$ cat src/rtl/tile_ram_writer_pkg.sv
// Shared types for the tile-map RAM writer: FSM states, cursor commands,
// control codes and the 16-bit tile word layout.
package tile_ram_writer_pkg;

  localparam int unsigned ADDR_W = 16;
  localparam int unsigned WORD_W = 16;
  localparam int unsigned CUR_W  = 8;

  localparam logic [7:0] CC_LF = 8'h0A;
  localparam logic [7:0] CC_CR = 8'h0D;
  localparam logic [7:0] CC_FF = 8'h0C;

  typedef enum logic [2:0] {
    IDLE,
    DECODE,
    WRITE,
    CLEAR,
    ROW_END,
    SCROLL_RD,
    SCROLL_WR,
    SCROLL_CLR
  } state_e;

  typedef enum logic [2:0] {
    CUR_NONE,
    CUR_ADV,
    CUR_CR,
    CUR_LF,
    CUR_HOME,
    CUR_BOTTOM
  } cur_cmd_e;

  typedef struct packed {
    logic [7:0] attr;
    logic [7:0] chr;
  } tile_word_t;

  function automatic tile_word_t make_tile(input logic [7:0] chr, input logic [7:0] attr);
    tile_word_t w;
    w.attr = attr;
    w.chr  = chr;
    return w;
  endfunction

endpackage

$ cat src/rtl/tile_ram_writer_cursor.sv
// Cursor counters for the tile writer: column/row registers, end-of-row and
// end-of-screen detection, and the RAM word address of the current cell.
module tile_ram_writer_cursor
  import tile_ram_writer_pkg::*;
#(
  parameter int unsigned COLS      = 32,
  parameter int unsigned ROWS      = 30,
  parameter logic [15:0] BASE_ADDR = 16'h0000
) (
  input  logic              clk,
  input  logic              rst_n,
  input  cur_cmd_e          cmd_i,
  output logic [CUR_W-1:0]  x_o,
  output logic [CUR_W-1:0]  y_o,
  output logic              last_col_o,
  output logic              last_row_o,
  output logic [ADDR_W-1:0] cell_addr_o
);

  logic [CUR_W-1:0] x_q, x_d, y_q, y_d;

  assign last_col_o  = (x_q == CUR_W'(COLS - 1));
  assign last_row_o  = (y_q == CUR_W'(ROWS - 1));
  assign cell_addr_o = BASE_ADDR + ADDR_W'(y_q) * ADDR_W'(COLS) + ADDR_W'(x_q);
  assign x_o         = x_q;
  assign y_o         = y_q;

  // Row advance on the last row holds y; the writer FSM handles the row end.
  always_comb begin
    x_d = x_q;
    y_d = y_q;
    case (cmd_i)
      CUR_ADV: begin
        if (last_col_o) begin
          x_d = '0;
          if (!last_row_o) y_d = y_q + CUR_W'(1);
        end else begin
          x_d = x_q + CUR_W'(1);
        end
      end
      CUR_CR: x_d = '0;
      CUR_LF: begin
        x_d = '0;
        if (!last_row_o) y_d = y_q + CUR_W'(1);
      end
      CUR_HOME: begin
        x_d = '0;
        y_d = '0;
      end
      CUR_BOTTOM: begin
        x_d = '0;
        y_d = CUR_W'(ROWS - 1);
      end
      default: ;
    endcase
  end

  always_ff @(posedge clk or negedge rst_n) begin
    if (!rst_n) begin
      x_q <= '0;
      y_q <= '0;
    end else begin
      x_q <= x_d;
      y_q <= y_d;
    end
  end

endmodule

$ cat src/rtl/tile_ram_writer.sv
// Write-side client of the tile-map RAM: places char/attr tiles at a managed
// cursor, handles LF/CR/FF, and only touches RAM when ram_busy is low.
// Build option TILE_RAM_WRITER_SCROLL_EN makes the screen scroll at the bottom
// row; without it the cursor wraps back to row 0.
module tile_ram_writer
  import tile_ram_writer_pkg::*;
#(
  parameter int unsigned COLS       = 32,
  parameter int unsigned ROWS       = 30,
  parameter logic [15:0] BASE_ADDR  = 16'h0000,
  parameter logic [15:0] CLEAR_WORD = 16'h0020
) (
  input  logic              clk,
  input  logic              reset,
  input  logic              char_valid,
  input  logic [7:0]        char_data,
  input  logic [7:0]        char_attr,
  output logic              char_ready,
  input  logic              ram_busy,
  output logic [ADDR_W-1:0] ram_addr,
  output logic [WORD_W-1:0] ram_write,
  output logic              ram_writeenable,
  input  logic [WORD_W-1:0] ram_read,
  output logic [CUR_W-1:0]  cursor_x,
  output logic [CUR_W-1:0]  cursor_y,
  output logic              op_busy
);

  localparam int unsigned   CELLS    = COLS * ROWS;
  localparam logic [15:0]   LAST_IDX = 16'(CELLS - 1);
`ifdef TILE_RAM_WRITER_SCROLL_EN
  localparam logic [15:0]   ROW1_IDX     = 16'(COLS);
  localparam logic [15:0]   LAST_ROW_IDX = 16'(CELLS - COLS);
  localparam logic          SCROLL_EN    = 1'b1;
`else
  localparam logic          SCROLL_EN    = 1'b0;
`endif

  state_e            state_q, state_d;
  logic [15:0]       idx_q, idx_d;
  logic [ADDR_W-1:0] addr_q, addr_d;
  tile_word_t        wdata_q, wdata_d;
  logic              ready_q, ready_d;
  logic              op_busy_q, op_busy_d;
  logic              wr_req;
  cur_cmd_e          cur_cmd;
  logic              last_col, last_row;
  logic [ADDR_W-1:0] cell_addr;
`ifdef TILE_RAM_WRITER_SCROLL_EN
  logic              have_q, have_d;
`else
  logic              unused_read;
  assign unused_read = ^ram_read;
`endif

  tile_ram_writer_cursor #(
    .COLS      (COLS),
    .ROWS      (ROWS),
    .BASE_ADDR (BASE_ADDR)
  ) u_cursor (
    .clk         (clk),
    .rst_n       (reset),
    .cmd_i       (cur_cmd),
    .x_o         (cursor_x),
    .y_o         (cursor_y),
    .last_col_o  (last_col),
    .last_row_o  (last_row),
    .cell_addr_o (cell_addr)
  );

  always_comb begin
    state_d = state_q;
    idx_d   = idx_q;
    addr_d  = addr_q;
    wdata_d = wdata_q;
    wr_req  = 1'b0;
    cur_cmd = CUR_NONE;
`ifdef TILE_RAM_WRITER_SCROLL_EN
    have_d  = have_q;
`endif
    case (state_q)
      IDLE: begin
        if (char_valid && ready_q) begin
          wdata_d = make_tile(char_data, char_attr);
          state_d = DECODE;
        end
      end
      DECODE: begin
        case (wdata_q.chr)
          CC_LF: begin
            cur_cmd = CUR_LF;
            state_d = last_row ? ROW_END : IDLE;
          end
          CC_CR: begin
            cur_cmd = CUR_CR;
            state_d = IDLE;
          end
          CC_FF: begin
            idx_d   = '0;
            addr_d  = BASE_ADDR;
            wdata_d = tile_word_t'(CLEAR_WORD);
            state_d = CLEAR;
          end
          default: begin
            addr_d  = cell_addr;
            state_d = WRITE;
          end
        endcase
      end
      WRITE: begin
        wr_req = 1'b1;
        if (!ram_busy) begin
          cur_cmd = CUR_ADV;
          state_d = (last_col && last_row) ? ROW_END : IDLE;
        end
      end
      // Both sweeps hold their index while the renderer owns the RAM.
      CLEAR, SCROLL_CLR: begin
        wr_req = 1'b1;
        if (!ram_busy) begin
          if (idx_q == LAST_IDX) begin
            cur_cmd = (state_q == CLEAR) ? CUR_HOME : CUR_BOTTOM;
            state_d = IDLE;
          end else begin
            idx_d  = idx_q + 16'd1;
            addr_d = BASE_ADDR + idx_q + 16'd1;
          end
        end
      end
`ifdef TILE_RAM_WRITER_SCROLL_EN
      ROW_END: begin
        idx_d   = ROW1_IDX;
        addr_d  = BASE_ADDR + ROW1_IDX;
        state_d = SCROLL_RD;
      end
      SCROLL_RD: begin
        if (!ram_busy) begin
          have_d  = 1'b0;
          state_d = SCROLL_WR;
        end
      end
      // First cycle is the read-data cycle; a busy data cycle re-reads.
      SCROLL_WR: begin
        if (!have_q) begin
          if (ram_busy) begin
            state_d = SCROLL_RD;
          end else begin
            wdata_d = tile_word_t'(ram_read);
            addr_d  = BASE_ADDR + idx_q - ROW1_IDX;
            have_d  = 1'b1;
          end
        end else begin
          wr_req = 1'b1;
          if (!ram_busy) begin
            have_d = 1'b0;
            if (idx_q == LAST_IDX) begin
              idx_d   = LAST_ROW_IDX;
              addr_d  = BASE_ADDR + LAST_ROW_IDX;
              wdata_d = tile_word_t'(CLEAR_WORD);
              state_d = SCROLL_CLR;
            end else begin
              idx_d   = idx_q + 16'd1;
              addr_d  = BASE_ADDR + idx_q + 16'd1;
              state_d = SCROLL_RD;
            end
          end
        end
      end
`else
      ROW_END: begin
        cur_cmd = CUR_HOME;
        state_d = IDLE;
      end
`endif
      default: state_d = IDLE;
    endcase
  end

  assign ready_d   = (state_d == IDLE);
  assign op_busy_d = (state_d == CLEAR) || (state_d == SCROLL_RD) || (state_d == SCROLL_WR) ||
                     (state_d == SCROLL_CLR) || (SCROLL_EN && (state_d == ROW_END));

  always_ff @(posedge clk or negedge reset) begin
    if (!reset) begin
      state_q   <= IDLE;
      idx_q     <= '0;
      addr_q    <= BASE_ADDR;
      wdata_q   <= '0;
      ready_q   <= 1'b0;
      op_busy_q <= 1'b0;
    end else begin
      state_q   <= state_d;
      idx_q     <= idx_d;
      addr_q    <= addr_d;
      wdata_q   <= wdata_d;
      ready_q   <= ready_d;
      op_busy_q <= op_busy_d;
    end
  end

`ifdef TILE_RAM_WRITER_SCROLL_EN
  always_ff @(posedge clk or negedge reset) begin
    if (!reset) have_q <= 1'b0;
    else        have_q <= have_d;
  end
`endif

  // The strobe is gated by the live ram_busy so it can never overlap the renderer.
  assign ram_writeenable = wr_req && !ram_busy;
  assign ram_addr        = addr_q;
  assign ram_write       = wdata_q;
  assign char_ready      = ready_q;
  assign op_busy         = op_busy_q;

endmodule

$ cat config.mk
export PLATFORM = sky130hd
export DESIGN_NAME = tile_ram_writer
export DESIGN_NICKNAME = d
export VERILOG_FILES = /design/src/rtl/tile_ram_writer_pkg.sv /design/src/rtl/tile_ram_writer_cursor.sv /design/src/rtl/tile_ram_writer.sv
export SDC_FILE = /design/constraint.sdc
export NUM_CORES = 1
export LEC_CHECK = 0
export ABC_CLOCK_PERIOD_IN_PS = 2700
export BUFFER_PORTS_ARGS = -buffer_cell sky130_fd_sc_hd__buf_4
export CAP_MARGIN = 20
export CORE_MARGIN = 2
export CORE_UTILIZATION = 51
export DETAILED_ROUTE_END_ITERATION = 6
export GPL_TIMING_DRIVEN = 0
export PLACE_DENSITY = 0.81
export SETUP_SLACK_MARGIN = 0.4
export SKIP_CTS_REPAIR_TIMING = 1
export SYNTH_ARGS = -nofsm -noshare
export SYNTH_HDL_FRONTEND = slang
export SYNTH_SLANG_ARGS = --single-unit
$ cat constraint.sdc
create_clock -name clk -period 2.7 [get_ports clk]
set_clock_uncertainty 0.2 [all_clocks]
set_input_delay 0.54 -clock clk [delete_from_list [all_inputs] [get_ports clk]]
set_output_delay 0.54 -clock clk [all_outputs]
set_load 0.02 [all_outputs]
* Word-level counts from Yosys, hierarchy flattened
Cells that the tools add are included. W data, S select, Z words.
Word-level totals: register bits 69, input port bits 36
Cells by class: add/subtract/negate cells 4, equality and inequality tests 26, muxes and demuxes 29, reductions and logical operators 21
Operators with widths (number):
- $pmux W16 S2 | 4
- $mux W16 | 5
- $pmux W8 S4 | 1
- $eq A8 B4 Y1 const B | 3
- $mux W3 | 8
- $mux W8 | 3
- $pmux W3 S4 | 2
- $eq A3 B3 Y1 const B | 7
- $add A16 B1 Y16 const B | 1
- $add A8 B1 Y8 const B | 2
- $eq A16 B10 Y1 const B | 1
- $eq A8 B5 Y1 const B | 2
- $pmux W8 S2 | 1
- $eq A3 B2 Y1 const B | 5
- $add A13 B8 Y14 | 1
- $ne A2 B2 Y1 const B | 6
- $pmux W3 S3 | 1
- $reduce_and A4 Y1 | 2
- $eq A3 B1 Y1 const B | 2
- $logic_not A3 Y1 | 2
- $reduce_bool A2 Y1 | 3
- $pmux W2 S2 | 1
- $reduce_bool A4 Y1 | 1
- $reduce_or A2 Y1 | 2
- other kinds (8) | 14

* Longest topological paths before layout
Gate-level depths: netlist of the first run.
depth in word-level cells 9, depth in mapped cells 9, mapped depth without buffers 8

* Cells and area by module
Synthesis of the first run repeated with hierarchy kept, for this count alone.
Second synthesis, totals: cells, all modules 403, area, all modules 3967.6 µm²
Modules (own cells, without submodules):
- tile_ram_writer | times used 1, cells each 267, area each 2745.1 µm², sequential area each 1326.3 µm²
- tile_ram_writer_cursor | times used 1, cells each 136, area each 1222.4 µm², sequential area each 400.4 µm²

* Worst setup path after synthesis of the first run
Ideal clock, no wire load.
path kind reg2reg, from register idx_q[0], to register idx_q[11], arrival time 2.087 ns, required time 2.375 ns, path slack 0.288 ns, cell stages (with the launch flop) 9, clock period less this slack 2.412 ns, path through dfrtp_1 > ha_1 > and3_2 > and4_1 > buf_6 > a21boi_2 > nor2_1 > buf_2 > mux2_2
Between the ends: cells in the longest elaborated chain, start to end 4
Ends and longest elaborated chain:
- start, declared | line tile_ram_writer.sv:40 | logic [15:0] idx_q, idx_d;
- start signal, assigned | line tile_ram_writer.sv:193 | idx_q <= idx_d;
- $add A16 B1 Y16 | line tile_ram_writer.sv:125 | idx_d = idx_q + 16'd1;
- $mux W16 | line tile_ram_writer.sv:121 | if (idx_q == LAST_IDX) begin
- $mux W16 | line tile_ram_writer.sv:120 | if (!ram_busy) begin
- $pmux W16 S2 | line tile_ram_writer.sv:81 | case (state_q)
Parallel ways exist; a longest one is shown, timed or not. The select of a mux whose other input is x is not followed. A chain may end at the register's enable or synchronous reset.

* Worst setup path after layout of the first run
from register idx_q[1], to register u_cursor.y_q[7] (netlist: u_cursor.y_o[7])
Between the ends: cells in the longest elaborated chain, start to end 7
Ends and longest elaborated chain:
- $eq A16 B10 Y1 * | line tile_ram_writer.sv:121
- $mux W3 * | line tile_ram_writer.sv:121
- $mux W3 * | line tile_ram_writer.sv:120
- $pmux W3 S4 * | line tile_ram_writer.sv:81
- $eq A3 B3 Y1 (tied with other cells) | line tile_ram_writer_cursor.sv:32 | case (cmd_i)
- $reduce_bool A4 Y1 (no line) / $ne A2 B2 Y1 (equally long branches)
- $reduce_and A2 Y1 (no line)
- end signal, assigned | line tile_ram_writer_cursor.sv:64 | y_q <= y_d;
- end, declared | line tile_ram_writer_cursor.sv:20 | logic [CUR_W-1:0] x_q, x_d, y_q, y_d;
Every way passes the cells marked *; elsewhere a longest branch is shown, timed or not.

==> flow_summary.yaml, run 1 <==
clocking:
  clk_path_buf_depth: 2
  cts_sinks: 69
  cts_inserted_buffers: 9
  clkTransAtPathRegs_ns: 0.08
  cts_root_buf: "clkbuf_8"
  cts_tree: "built"
  clk-insertion-delay-late_ns: 0.34
  htreeDepth: 3
global_routing:
  grt_overflow: 0
  grt_start_max_net_pins: 70
  grt_usage_pct: 25.3
  grt_pass1_wl_um: 15200
  antenna_found_initial: 0
  first_global_vias: 3133
place:
  post_dp_cell_area_um2: 4310
  dpl_worst_slack_ns: 0.0558
  dp_hpwl_um: 6700
  gp_congestion: 0.883
  port_buffers: 69
sta:
  setup_violations: 0
  rsz0062_at_grt: "true"
  fin_ws_ns: 0.269
  maxSlewHeadroom_pct: 42.8
  fmax_mhz: 411
  slew_viol_final: 0
  fin_crit_sh_pct: 90.0
  setup-tns-final_ns: 0
  min_period_ns: 2.43
  tightestPinTransition_ns: 0.858
  hold_viol_final: 0
power:
  ir_drop_mv: 0.645
  p_per_area_nw_per_um2: 947
  p_leak_uw: 0.00230
  p_total_uw: 4660
floorplan:
  fp.coreArea_um2: 6870
  fp.dieH_um: 88.8
  io_pins: 87
  initial_core_util_pct: 53.4
  die_w_um: 88.8
  rows: 30
  dieArea_um2: 7890
layout:
  final_cell_area_um2: 4920
  final_cell_mix: "buf_4 (93), dfrtp_1 (62), nand2_1 (35)"
  nets: 512
  area_delta_synth_final_pct: 34.2
  layout_commonest_cell: "buf_4"
  antenna-diode-count: 0
  final_core_util_pct: 71.6
  drive_gt1_share_pct: 36.4
critical_path:
  cpMostUsedCell: "and4_4"
  worstRegToRegCells: 8
  path_cells: "ha_4 -> and3_4 -> and4_4 -> buf_6 -> and4_4 -> o21ai_4 -> or4_4 -> a21oi_2"
  r2r_start: "idx_q[1]"
  r2r-end: "u_cursor.y_o[7]"
  required_ns: 2.78
  critPathKind: "reg2reg"
  startpoint_type: "flip-flop"
  crit_family: "simple AND/OR/NAND/NOR gates"
  cp.arrival_ns: 2.51
  max_stage_delay_ns: 0.53
  crit_buf_inv: 1
  path_depth: 8
  crit_fanout: 7
  cp_slowest_cell: "or4_4"
  r2r_slack_ns: 0.27
  cp-end-kind: "flip-flop"
route:
  wl_um: 10200
  drc: 0
  drtIter0Drc: 252
  vias_per_cell: 5.94
  wl_per_cell_um: 18.0
  vias: 3378
  antenna_left: 0
  firstDrtPassIters: 5
yosys:
  synth_edf_count: 0
  synth_seq_cells: 69
  synth.yosys.seq_area_share_pct: 47.1
  synth.avg_cell_area_um2: 10.0
  synth_nets: 409
  syn_area_um2: 3670
  yosysUniqueCellTypes: 59
  synth_cells: 365
  ys.flop_type: "dfrtp_1"
  async_flop_share_pct: 100
  ys.warnings.count: 0
status:
  status: "finished, final reports clean"
hold_path:
  holdCritPathClass: "in2async"
job:
  maxCapViolCount: 0
per-layer routing:
layer  global-route usage (%)  share of wire (%)
met4                     10.9                3.0
met3                     4.85                6.1
met1                     34.0                 42
met5                        0                  0
met2                     39.9                 49
power breakdown:
part	internal [uW]	total (uW)	leakage (uW)	switching [uW]
registers	1330	1680	0.000895	348
clock network	690	1080	0.000130	386
logic	883	1900	0.00127	1020
stage by stage:
stage	cells	hold WS [ns]
CTS	546	0.150
global route	569	0.180
global placement	530	0.264
floorplan	365	0.0444
detailed placement	530	0.273
finish	569	0.0781
final cells by class:
type                            count  area, um2
Timing Repair Buffer               92        691
Clock buffer                       13        169
Multi-Input combinational cell    276       2000
Sequential cell                    69       1740
Buffer                             16        100
Fill cell                         484       1950
Inverter                            4       15.0
Clock inverter                      3       90.1
Tap cell                           96        120
sequential cells by signal (all words and copies together) (netlist names):
register	count
u_cursor.y_o	8
ram_write	16
idx_q	16
op_busy	1
ram_addr	16
state_q	3
u_cursor.x_o	8
char_ready	1
how the worst max path moves through the flow:
stage | start | endpoint | slack, ns
2_1_floorplan | idx_q[0] | idx_q[11] | 0.40
3_3_place_gp | idx_q[0] | idx_q[11] | 0.1
3_5_place_dp | idx_q[0] | idx_q[11] | 0.06
4_1_cts | idx_q[0] | idx_q[11] | 0.02
5_1_grt | idx_q[1] | u_cursor.y_o[7] | 0.22
6_report | idx_q[1] | u_cursor.y_o[7] | 0.27
cell usage after synthesis (4+ instances only):
cell type  count  share of area (%)
inv_1          4               0.41
a22o_1        13                3.1
mux2_2        11                3.4
o31ai_1        8                1.6
a21oi_1       22                3.0
nand3_1       13                1.8
a21o_1         4               0.82
nand4_1        7                1.2
clkbuf_1       8               0.82
ha_1           7                2.4
a22oi_1        7                1.4
and2_1         4               0.68
nor3_1         4               0.55
xnor2_1       12                2.9
nor4_1         4               0.68
nand2_1       36                3.7
o21ai_1        5               0.68
xor2_1        11                2.6
and3_1         8                1.4
o21ai_0       26                3.5
dfrtp_1       69                 47
nor2_1        30                3.1
kinds of logic after synthesis:
| family | synth area share (%) |
|---|---|
| buffers and inverters | 2.97 |
| AOI/OAI and AO/OA | 19.1 |
| and+or+nand+nor | 18.8 |
| DFF | 47.1 |
| adders and majority gates | 2.93 |
| muxes | 3.65 |
| xor gates and xnor gates | 5.49 |
worst reg2reg max path, stage by stage, from the launching register on:
cell     delay, ns
dfrtp_1       0.42
ha_4          0.17
and3_4        0.20
and4_4        0.24
buf_6         0.12
and4_4        0.25
o21ai_4       0.10
or4_4         0.53
a21oi_2       0.15
(Power assumes the default switching activity.)
==> inputs of run 2 (changes only) <==
SETUP_SLACK_MARGIN = not set   (was 0.4)
==> flow_summary.yaml, run 2 (same netlist as run 1, synthesis figures left out) <==
global_routing:
  grt_usage_pct: 24.3
  antenna_found_initial: 0
  grt_start_max_net_pins: 70
  grt_overflow: 0
  grt_pass1_wl_um: 14700
  first_global_vias: 3085
floorplan:
  initial_core_util_pct: 53.4
  fp.coreArea_um2: 6870
  fp.dieH_um: 88.8
  die_w_um: 88.8
  io_pins: 87
  dieArea_um2: 7890
  rows: 30
layout:
  area_delta_synth_final_pct: 24.1
  antenna-diode-count: 0
  instances_no_fill: 547
  drive_gt1_share_pct: 28.2
  fillCellCount: 542
  layout_commonest_cell: "buf_4"
  nets: 490
  final_core_util_pct: 66.2
  final_cell_mix: "buf_4 (70), dfrtp_1 (68), nand2_1 (36)"
critical_path:
  crit_fanout: 8
  max_stage_delay_ns: 0.50
  cpMostUsedCell: "and4_4"
  path_cells: "ha_2 -> and3_2 -> and4_4 -> buf_6 -> and4_4 -> o21ai_4 -> or4_1 -> a21oi_1"
  cp-end-kind: "flip-flop"
  critPathKind: "reg2reg"
  crit_buf_inv: 1
  cp.arrival_ns: 2.65
  required_ns: 2.77
  cp_slowest_cell: "or4_1"
  startpoint_type: "flip-flop"
  crit_family: "simple AND/OR/NAND/NOR gates"
route:
  vias_per_cell: 5.82
  vias: 3181
  firstDrtPassIters: 4
  wl_per_cell_um: 16.5
  drc: 0
  drtIter0Drc: 221
  antenna_left: 0
  wl_um: 9030
sta:
  min_period_ns: 2.58
  slew_viol_final: 0
  maxSlewHeadroom_pct: 43.8
  fin_ws_ns: 0.118
  hold_viol_final: 0
  rsz0062_at_grt: "false"
  holdWs_ns: 0.0970
  fin_crit_sh_pct: 95.6
  setup_violations: 0
  fmax_mhz: 387
  tightestPinTransition_ns: 0.843
power:
  switching_share_pct: 39.4
  p_leak_uw: 0.00212
  p_int_uw: 2540
  p_total_uw: 4200
  p_comb_share_pct: 40.6
  pwr-share-clk_pct: 20.0
  ir_drop_mv: 0.663
  power_frac_seq_pct: 39.4
  p_per_area_nw_per_um2: 922
  power.switching_uw: 1650
place:
  dp_hpwl_um: 6590
  numPlacedInstances: 530
  dpl_worst_slack_ns: -0.101
  port_buffers: 69
  gp_congestion: 0.879
clocking:
  cts_inserted_buffers: 9
  cts_sinks: 69
  htreeDepth: 3
  clk_path_buf_depth: 2
  cts_tree: "built"
  cts_root_buf: "clkbuf_8"
  clk-insertion-delay-late_ns: 0.34
  clkTransAtPathRegs_ns: 0.08
status:
  status: "finished, final reports clean"
hold_path:
  holdCritPathClass: "in2async"
job:
  maxCapViolCount: 0
## run 2: metal layers
layer	vias to the layer above	part of all wire [%]	global-route usage, %
li1	1506	-	-
met1	1559	44	33.0
met2	97	48	38.4
met3	19	6.0	5.04
met4	0	1.8	9.50
met5	-	0	0
## run 2: worst paths after layout
kind                                   start         endpoint  slack [ns]  depth (start not counted)
worst max-delay path                idx_q[0]  u_cursor.y_o[6]        0.12                          8
worst min-delay path                   reset        idx_q[14]         0.1                          1
worst max register to register      idx_q[0]  u_cursor.y_o[6]        0.12                          8
worst min register to register   ram_addr[8]      ram_addr[8]        0.28                          2
max in group asynchronous              reset         idx_q[0]        1.60                          1
min in group clk                char_data[2]     ram_write[2]        0.22                          2
## run 2: layout make-up
type	instances	area, um2	share of cell area, %
Multi-Input combinational cell	276	1870	41.1
Sequential cell	69	1730	38.0
Timing Repair Buffer	70	526	11.6
Clock buffer	12	145	3.19
Tap cell	96	120	2.64
Buffer	16	97.6	2.15
Clock inverter	4	47.5	1.05
Inverter	4	15.0	0.330
## run 2: through the flow
step           area [um2]  setup TNS (ns)
6_report             4550               0
5_1_grt              4550               0
4_1_cts              4500          -0.398
3_5_place_dp         4310          -0.293
3_3_place_gp         4310          -0.237
2_1_floorplan        3670               0
## run 2: power by group through the flow
stage,clock (uW),combinational (uW),sequential [uW]
after floorplan,0,748,1890
after detailed placement,0,1680,1650
after global placement,0,1630,1650
final,839,1700,1650
after global routing,901,1860,1690
after CTS,849,1680,1640
==> inputs of run 3 (changes only) <==
REMOVE_ABC_BUFFERS = 1   (was not set)
==> flow_summary.yaml, run 3 (same netlist as run 1, synthesis figures left out) <==
status:
  status: "finished, final reports clean"
clocking:
  htreeDepth: 3
  cts_tree: "built"
  clk_path_buf_depth: 2
  clkTransAtPathRegs_ns: 0.07
  cts_sinks: 69
  clk-insertion-delay-late_ns: 0.34
  cts_inserted_buffers: 9
  cts_root_buf: "clkbuf_8"
route:
  antenna_left: 0
  vias: 3113
  wl_per_cell_um: 16.4
  drtIter0Drc: 217
  drc: 0
  vias_per_cell: 5.85
  wl_um: 8750
  firstDrtPassIters: 5
place:
  gp_congestion: 0.838
  port_buffers: 70
  dp_hpwl_um: 6200
  dpl_worst_slack_ns: -0.349
layout:
  antenna-diode-count: 0
  fillCellCount: 573
  multi_input_area_um2: 1850
  area_delta_synth_final_pct: 21.7
  ff_latch_area_um2: 1730
  layout_commonest_cell: "buf_4"
  final_core_util_pct: 65.0
  drive_gt1_share_pct: 27.3
  final_cell_mix: "buf_4 (72), dfrtp_1 (69), nand2_1 (35)"
  nets: 478
sta:
  hold_viol_final: 0
  slew_viol_final: 0
  tightestPinTransition_ns: 0.862
  fmax_mhz: 382
  fin_crit_sh_pct: 97.1
  rsz0062_at_grt: "false"
  setup_violations: 0
  fin_ws_ns: 0.0791
  min_period_ns: 2.62
  maxSlewHeadroom_pct: 42.5
critical_path:
  cp-end-kind: "flip-flop"
  crit_start: "idx_q[0]"
  critPathKind: "reg2reg"
  r2r_slack_ns: 0.08
  crit_fanout: 7
  startpoint_type: "flip-flop"
  worstRegToRegCells: 7
  required_ns: 2.78
  r2r_start: "idx_q[0]"
  r2r-end: "u_cursor.x_o[0]"
  cp.arrival_ns: 2.70
  cp-endpoint: "u_cursor.x_o[0]"
global_routing:
  grt_usage_pct: 23.8
  first_global_vias: 2930
  grt_overflow: 0
  grt_start_max_net_pins: 70
  grt_pass1_wl_um: 14400
  antenna_found_initial: 0
power:
  p_per_area_nw_per_um2: 927
  p_leak_uw: 0.00209
  ir_drop_mv: 0.669
floorplan:
  io_pins: 87
  die_w_um: 88.8
  dieArea_um2: 7890
  fp.coreArea_um2: 6870
  initial_core_util_pct: 53.4
  fp.dieH_um: 88.8
  rows: 30
job:
  maxCapViolCount: 0
hold_path:
  holdCritPathClass: "in2async"
-- run 3: changes by cell type in the layout (fill, tap and decap cells not counted), moves of 2 or more --
cell	previous run	this run
clkbuf_1	7	0
clkbuf_2	4	0
buf_2	3	0
buf_4	70	72
buf_6	3	1
-- run 3: area by class of cell --
class | instances | area share, %
multi-input cells | 276 | 41.4
flip-flops and latches | 69 | 38.7
repair buffers | 74 | 12.7
clock buffers | 11 | 3.39
well taps | 96 | 2.69
clock inverters | 2 | 0.785
inverters | 4 | 0.336
-- run 3: layer usage --
layer  share of wire [%]  track usage, %  up-vias
met3                 6.6            7.56        7
met2                  49            37.5      123
met4                0.90            5.65        0
met5                   0               0        -
met1                  44            32.2     1504
li1                    -               -     1479
-- run 3: worst min-delay path by stage --
stage	from	to	depth (start not counted)	slack (ns)
after CTS	reset	ram_addr[2]	1	0.14
final	reset	ram_addr[2]	1	0.1
after global routing	reset	u_cursor.x_o[2]	1	0.16
after detailed placement	ram_addr[15]	ram_addr[15]	2	0.27
after floorplan	reset	char_ready	0	0.04
after global placement	ram_addr[0]	ram_addr[0]	2	0.26
-- run 3: worst max-delay path, stage by stage, from the launching register on --
cell     delay, ns
dfrtp_1       0.44
ha_1          0.26
and3_2        0.26
and4_2        0.25
a32oi_1       0.41
nand2_1       0.24
nor2_1        0.29
mux2_2        0.21
-- run 3: report_power, final --
| group | switching (uW) | internal (uW) | leakage [uW] |
|---|---|---|---|
| registers | 329 | 1330 | 0.000904 |
| logic | 915 | 741 | 0.00108 |
| clock network | 365 | 461 | 0.0000971 |
-- run 3: stage by stage --
stage / TNS, ns / instance area [um2] / hold WS, ns / power, uW / instances
after floorplan: -1.17 / 3570 / 0.0444 / 2590 / 349
after global placement: -16.36 / 4220 / 0.264 / 3210 / 515
after detailed placement: -4.62 / 4260 / 0.274 / 3310 / 518
after CTS: -4.77 / 4440 / 0.145 / 4150 / 531
after global routing: 0 / 4460 / 0.161 / 4400 / 532
final: 0 / 4460 / 0.0962 / 4140 / 532
